`src/rtl/pbl_rolhas_pkg.sv`:
```
// Shared defaults and FSM encoding for the main cork buffer.
// Used by modulo_buffer_principal_rolhas (optional feature: PBL_ROLHAS_STARVE_EN).
package pbl_rolhas_pkg;

    localparam int DEF_WIDTH         = 7;
    localparam int DEF_CAPACITY      = 99;
    localparam int DEF_MIN_LEVEL     = 5;
    localparam int DEF_STARVE_CYCLES = 255;

    typedef enum logic [1:0] {
        ST_IDLE   = 2'b00,
        ST_DS_ACK = 2'b01,
        ST_TR_ACK = 2'b10
    } state_e;

endpackage

```
`src/rtl/modulo_resposta_handshake.sv`:
```
// Four-phase responder for one channel: raises ack on grant,
// drops it once req is seen low (done pulses on that cycle).
module modulo_resposta_handshake (
    input  logic clk,
    input  logic clr,
    input  logic req,
    input  logic grant,
    output logic ack,
    output logic done
);

    logic ack_q;
    logic ack_d;

    assign done = ack_q & ~req;
    assign ack  = ack_q;

    always_comb begin
        ack_d = ack_q;
        if (grant) begin
            ack_d = 1'b1;
        end else if (done) begin
            ack_d = 1'b0;
        end
    end

    always_ff @(posedge clk or negedge clr) begin
        if (!clr) begin
            ack_q <= 1'b0;
        end else begin
            ack_q <= ack_d;
        end
    end

endmodule

```
`src/rtl/modulo_buffer_principal_rolhas.sv`:
```
// Main cork buffer: arbitrates transfer-in vs dispense-out handshakes.
// Define PBL_ROLHAS_STARVE_EN to add the sticky starvation flag starve_err.
module modulo_buffer_principal_rolhas
    import pbl_rolhas_pkg::*;
#(
    parameter int WIDTH         = DEF_WIDTH,
    parameter int CAPACITY      = DEF_CAPACITY,
    parameter int MIN_LEVEL     = DEF_MIN_LEVEL,
    parameter int STARVE_CYCLES = DEF_STARVE_CYCLES
) (
    input  logic             clk,
    input  logic             clr,
    input  logic             tr_req,
    output logic             tr_ack,
    input  logic             ds_req,
    output logic             ds_ack,
    output logic [WIDTH-1:0] reg_r,
    output logic             ro,
    output logic             min_signal,
    output logic             full
`ifdef PBL_ROLHAS_STARVE_EN
    ,
    output logic             starve_err
`endif
);

    localparam logic [WIDTH-1:0] CAP_W = WIDTH'(CAPACITY);
    localparam logic [WIDTH-1:0] MIN_W = WIDTH'(MIN_LEVEL);
    localparam logic [WIDTH-1:0] ONE_W = WIDTH'(1);

    state_e           state_q;
    state_e           state_d;
    logic [WIDTH-1:0] count_q;
    logic [WIDTH-1:0] count_d;
    logic             grant_ds;
    logic             grant_tr;
    logic             done_ds;
    logic             done_tr;

    modulo_resposta_handshake u_hs_ds (
        .clk   (clk),
        .clr   (clr),
        .req   (ds_req),
        .grant (grant_ds),
        .ack   (ds_ack),
        .done  (done_ds)
    );

    modulo_resposta_handshake u_hs_tr (
        .clk   (clk),
        .clr   (clr),
        .req   (tr_req),
        .grant (grant_tr),
        .ack   (tr_ack),
        .done  (done_tr)
    );

    // Dispense has priority; empty/full block their channel without wrap.
    always_comb begin
        state_d  = state_q;
        count_d  = count_q;
        grant_ds = 1'b0;
        grant_tr = 1'b0;
        unique case (state_q)
            ST_IDLE: begin
                if (ds_req && (count_q != '0)) begin
                    grant_ds = 1'b1;
                    count_d  = count_q - ONE_W;
                    state_d  = ST_DS_ACK;
                end else if (tr_req && (count_q != CAP_W)) begin
                    grant_tr = 1'b1;
                    count_d  = count_q + ONE_W;
                    state_d  = ST_TR_ACK;
                end
            end
            ST_DS_ACK: begin
                if (done_ds) begin
                    state_d = ST_IDLE;
                end
            end
            ST_TR_ACK: begin
                if (done_tr) begin
                    state_d = ST_IDLE;
                end
            end
            default: state_d = ST_IDLE;
        endcase
    end

    always_ff @(posedge clk or negedge clr) begin
        if (!clr) begin
            state_q <= ST_IDLE;
            count_q <= '0;
        end else begin
            state_q <= state_d;
            count_q <= count_d;
        end
    end

    assign reg_r      = count_q;
    assign ro         = (count_q == '0);
    assign min_signal = (count_q < MIN_W);
    assign full       = (count_q == CAP_W);

`ifdef PBL_ROLHAS_STARVE_EN
    localparam logic [7:0] STARVE_W = 8'(STARVE_CYCLES);

    logic [7:0] starve_cnt_q;
    logic [7:0] starve_cnt_d;
    logic       starve_err_q;
    logic       starve_err_d;

    // Counter saturates at the threshold; the flag only clears on clr.
    always_comb begin
        starve_cnt_d = '0;
        starve_err_d = starve_err_q;
        if ((state_q == ST_IDLE) && ds_req && (count_q == '0)) begin
            if (starve_cnt_q == STARVE_W) begin
                starve_cnt_d = starve_cnt_q;
            end else begin
                starve_cnt_d = starve_cnt_q + 8'd1;
            end
        end
        if (starve_cnt_q == STARVE_W) begin
            starve_err_d = 1'b1;
        end
    end

    always_ff @(posedge clk or negedge clr) begin
        if (!clr) begin
            starve_cnt_q <= '0;
            starve_err_q <= 1'b0;
        end else begin
            starve_cnt_q <= starve_cnt_d;
            starve_err_q <= starve_err_d;
        end
    end

    assign starve_err = starve_err_q;
`endif

endmodule

```
`config.mk`:
```
export PLATFORM = sky130hd
export DESIGN_NAME = modulo_buffer_principal_rolhas
export DESIGN_NICKNAME = d
export VERILOG_FILES = /design/src/rtl/pbl_rolhas_pkg.sv /design/src/rtl/modulo_resposta_handshake.sv /design/src/rtl/modulo_buffer_principal_rolhas.sv
export SDC_FILE = /design/constraint.sdc
export NUM_CORES = 1
export LEC_CHECK = 0
export ABC_CLOCK_PERIOD_IN_PS = 3100
export BUFFER_PORTS_ARGS = -buffer_cell sky130_fd_sc_hd__buf_4
export CORE_MARGIN = 2
export CORE_UTILIZATION = 46
export DETAILED_ROUTE_END_ITERATION = 6
export PLACE_DENSITY = 0.68
export SYNTH_ARGS = -nofsm -noshare
export SYNTH_HDL_FRONTEND = slang
export SYNTH_HIERARCHICAL = 1
export SYNTH_SLANG_ARGS = --single-unit
```
`constraint.sdc`:
```
create_clock -name clk -period 3.1 [get_ports clk]
set_clock_uncertainty 0.05 [all_clocks]
set_input_delay 0.62 -clock clk [delete_from_list [all_inputs] [get_ports clk]]
set_output_delay 0.62 -clock clk [all_outputs]
set_load 0.01 [all_outputs]
```
# Word level (Yosys, flattened, before mapping)
# Index checks and enable logic that the tools add are counted.
[totals] ff_bits=11 latchBits=0 ram_bits=0 romBits=0 inputBits=4 out_inout_bits=12 elab_cells=44 n_memories=0
[classes] addsub=2 multipliers=0 div_mod_pow=0 magnitude_cmp=1 n_eq_ne=7 n_shift=0 n_mux=16 n_bitwise=4 n_reduce_logical=10
[ops] cell="$mux W7" count=2
[ops] cell="$mux W1" count=9
[ops] cell="$mux W2" count=4
[ops] cell="$add A7 B1 Y7 const B" count=1
[ops] cell="$eq A7 B7 Y1 const B" count=1
[ops] cell="$logic_not A7 Y1" count=1
[ops] cell="$lt A7 B3 Y1 const B" count=1
[ops] cell="$ne A7 B7 Y1 const B" count=1
[ops] cell="$reduce_bool A7 Y1" count=1
[ops] cell="$sub A7 B1 Y7 const B" count=1
[ops] cell="$pmux W2 S3" count=1
[ops] cell="$reduce_bool A2 Y1" count=3
[ops] cell="$ne A2 B2 Y1 const B" count=2
[ops] cell="$ne A3 B3 Y1 const B" count=1
[ops] cell="$reduce_and A3 Y1" count=1
[ops] cell="$and A1 B1 Y1" count=2
[ops] cell="$eq A2 B1 Y1 const B" count=1
[ops] cell="$eq A2 B2 Y1 const B" count=1
[ops] cell="$logic_and A1 B1 Y1" count=2
[ops] cell="$logic_not A2 Y1" count=1
[ops] cell="$not A1 Y1" count=2
[ops] cell="$reduce_and A2 Y1" count=1

# Logic depth before layout (Yosys ltp)
[depth] ltp_word=6 ltp_mapped=9 ltp_nobuf=9

# Cells and area by module
# Netlist, hierarchy kept.
[modules_own_cells] mod="modulo_buffer_principal_rolhas" instances=1 cells_per_inst=62 area_per_inst_um2=675.6 seq_area_each_um2=225.2
[modules_own_cells] mod="modulo_resposta_handshake" instances=2 cells_per_inst=3 area_per_inst_um2=38.8 seq_area_each_um2=25.0

# Least setup slack after synthesis
# OpenSTA, ideal clock, no wires.
[synth_timing] kind="register to register" from="register count_q[4] (netlist: reg_r[4])" to="register count_q[5] (netlist: reg_r[5])" setup_ps=125 arrival_time_ps=2633 required_time_ps=2925 slack_ps=292 stages_incl_launch_ff=10 path_buffers=0 period_less_slack_ps=2808 path_cell_list="dfrtp_1 > or3_4 > o41ai_4 > inv_1 > ha_1 > and2_1 > a311o_1 > a21oi_1 > xnor2_1 > mux2_4"
[synth_between] elab_chain_len=4 elab_cells_between_ends=10 classes_between="2 x add/sub; 1 x eq/ne; 2 x mux; 5 x reduce/logical"
[synth_lines] item="start: declaration" line="modulo_buffer_principal_rolhas.sv:33" rtl="logic [WIDTH-1:0] count_q;"
[synth_lines] item="start signal: assignment" line="modulo_buffer_principal_rolhas.sv:96" rtl="count_q <= count_d;"
[synth_lines] item="branches (longest 4 deep; another with $add A7 B1 Y7)"
# Parallel ways; which one is timed is not known. The select of a mux whose other input is x is not followed.
# A chain may end at the register's enable or synchronous reset.

# Final worst setup path
# Same ends and word-level chain as after synthesis.

==> impl_metrics.toml <==
[status]
run_status = "finished clean"

[setup_path]
rr_worst_depth = 9
r2r_slack_ns = 0.26
slowest_stage = "sky130_fd_sc_hd__dfrtp_1"
critPathMaxFanout = 5
critical_path.cell_chain = "or3_4 > o41ai_4 > inv_1 > ha_1 > and2_1 > a311o_1 > a21oi_1 > xnor2_1 > mux2_4"
timing.critical_path.slowest_cell_delay_ns = 0.43
critPathKind = "flop to flop"
critPathArrivalTime_ns = 2.94
crit-reg2reg-capture = "reg_r[5]$_DFFE_PN0P_"
rr_startpoint = "reg_r[4]$_DFFE_PN0P_"
worst_setup_path_startpoint = "reg_r[4]$_DFFE_PN0P_"
worstSetupStartpointType = "flop"
critPathRequiredTime_ns = 3.20
cp-endpoint = "reg_r[5]$_DFFE_PN0P_"
end_kind = "flop"

[yosys]
sequential_element_share_of_the_synthesized_area_pct = 36.5
syn-mean-instance-area_sq_um = 11.1
synth-seq-cells = 11
dominant_synthesized_flop_cell = "sky130_fd_sc_hd__dfrtp_1"
synthCells = 68
synth_enable_flop_cells = 0
syn_std_cell_area_sq_um = 753
async_flop_share_pct = 100
synth.distinct_cells = 29
count_of_synthesis_stage_warnings_from_yosys = 6
mappedNetlistNets = 78

[detailed_routing]
drt_first_iter_violations = 5
ant_nets = 0
routed_wl_mm = 1.46
tritonroute_pass_1_iters = 3
via_count_of_the_routed_design = 570
drt-wirelength-per-cell_um = 14.1
vias_per_cell = 5.48
post_detailed_route_drc_marker_count = 0

[power]
flop_pwr_share_pct = 53.8
power.density_cell_area_nw_per_um2 = 289
power_switching_uw = 63.0
power.combinational.fraction_pct = 9.4
clock_share_of_power_pct = 36.7
report.power.total_uw = 266
power.switching_fraction_pct = 23.6
internal_power_uw = 203
power.leakage_nw = 0.499
worst_voltage_drop_across_the_vdd_grid_uv = 150

[placed_design]
dp.cells = 100
port-buffer-count = 15
gpl.final_weighted_congestion = 0.710
dp.final_hpwl_mm = 1.18

[cells_and_area]
finalCoreUtilization_pct = 60.4
area_growth_pct = 22.3
most_common_library_cell_in_the_layout_ignoring_fill_and_taps = "sky130_fd_sc_hd__buf_4"
layout-drive-gt1-share_pct = 34.1
fillCellCount = 147
antennaDiodeCount = 0
final_cell_mix = "sky130_fd_sc_hd__buf_4 (16), sky130_fd_sc_hd__dfrtp_1 (11), sky130_fd_sc_hd__inv_1 (5), sky130_fd_sc_hd__xnor2_1 (5), sky130_fd_sc_hd__ha_1 (5)"
finish.cell_count_without_fillers = 104
layout.nets = 99

[sta]
layout_worst_path_cycle_share_pct = 91.6
slew_violations = 0
fmaxAchievable_mhz = 352
number_of_failing_hold_endpoints_at_the_final_stage = 0
setup_viol = 0
layout_min_cycle_time_ns = 2.84
worstMarginPinSlew_ns = 0.292
setup-tns-final_ns = 0
slew_headroom_pct = 80.6
rsz0062_at_grt = "false"

[clock_tree]
cts_inserted_buffers = 3
cts_tree = "yes"
tritoncts_num_sinks = 11
path_clk_slew_ns = 0.08
holdBufCountCts = 0
worst_skew_pair_later_pin_latency_ns = 0.27
post_cts_buffers = 0
htreeDepth = 1
cts_resized = 0
cts_buffer_depth = 2
clock_tree.root_cell = "sky130_fd_sc_hd__clkbuf_4"

[job]
max_cap_viol_count = 0

[global_routing]
largest_net_degree_at_the_start_of_global_routing = 12
number_of_antenna_violations_at_the_first_check_in_global_routing = 0
grt.overflow.total = 0
wire_length_of_the_first_global_routing_pass_mm = 2.37
grt_util_all_layers_pct = 17.2
grt_pass1_vias = 529

[floorplan]
design.die.area_sq_um = 1980
rows = 14
die_h_um = 44.5
core_area_sq_um = 1520
pin_count = 16
initial_core_util_pct = 49.4
die_width_um = 44.5

[min_path]
hold_class = "primary input to asynchronous set/reset pin"
-- critical path, delay by kind of cell (launching register included) --
| kind | cells | cell delay [ns] |
|---|---|---|
| AOI/OAI and AO/OA | 3 | 0.78 |
| xor gates and xnor gates | 1 | 0.08 |
| adders and majority gates | 1 | 0.36 |
| buffers and inverters | 1 | 0.17 |
| DFF | 1 | 0.43 |
| muxes | 1 | 0.25 |
| and+or+nand+nor | 2 | 0.61 |
-- power by group through the flow --
stage | Clock [mW] | Sequential [mW] | Combinational, mW
2_1_floorplan | 0 | 0.146 | 0.0149
6_report | 0.0977 | 0.143 | 0.0252
3_3_place_gp | 0 | 0.146 | 0.0248
3_5_place_dp | 0 | 0.146 | 0.0255
5_1_grt | 0.107 | 0.143 | 0.0285
4_1_cts | 0.102 | 0.143 | 0.0256
-- layout make-up --
type                    count  area (sq um)  area share [%]
multi-input cells          52           459            49.9
clock inverters             1          5.00           0.543
inverters                   5          18.8            2.04
flip-flops and latches     11           275            29.9
well taps                  16          20.0            2.17
repair buffers             16           120            13.0
clock buffers               3          22.5            2.45
-- flip-flops by register name (all words and copies together), names as in the netlist --
signal and flops:
reg_r 7, state_q 2, u_hs_ds/ack 1, u_hs_tr/ack 1
-- kinds of logic after synthesis --
kind of cell / count (synthesis) / share of synthesized area, %
compound gates: 15 / 16.3
xor+xnor: 5 / 5.81
fa+ha+maj: 6 / 11.0
buf+inv: 5 / 2.49
flops: 11 / 36.5
mux: 6 / 10.6
simple gates: 20 / 17.3
-- cell usage after synthesis (all sizes together) (2+ instances only) --
cell type  number  share of area [%]
a21o            4                4.0
a21oi           3                2.0
dfrtp          11                 37
ha              5                8.3
inv             5                2.5
mux2            4                8.0
mux2i           2                2.7
nor2            4                2.0
nor2b           3                2.5
o21a            2                2.0
o21ai           2                1.3
or2             2                1.7
xnor2           5                5.8
-- through the flow --
stage	hold slack, ns	setup slack, ns	instance area (sq um)
after floorplan	0.274	0.292	753
after global placement	0.412	0.286	893
after detailed placement	0.413	0.263	893
after CTS	0.114	0.243	921
after global routing	0.113	0.0908	921
final	0.117	0.261	921
-- layer usage --
metal | GRT usage (%) | share of wire, % | up-vias
li1 | - | - | 284
met1 | 22.9 | 49 | 277
met2 | 25.8 | 48 | 7
met3 | 2.45 | 1.4 | 2
met4 | 10.9 | 1.8 | 0
met5 | 0 | 0 | -
-- worst min path at each step --
stage	start	to	slack, ns
6_report	clr	reg_r[2]$_DFFE_PN0P_	0.12
5_1_grt	clr	reg_r[2]$_DFFE_PN0P_	0.11
4_1_cts	clr	reg_r[2]$_DFFE_PN0P_	0.11
3_5_place_dp	clr	reg_r[3]$_DFFE_PN0P_	0.41
3_3_place_gp	clr	reg_r[3]$_DFFE_PN0P_	0.41
2_1_floorplan	clr	reg_r[0]$_DFFE_PN0P_	0.27
Note: power is estimated with default switching activity, not from simulation.
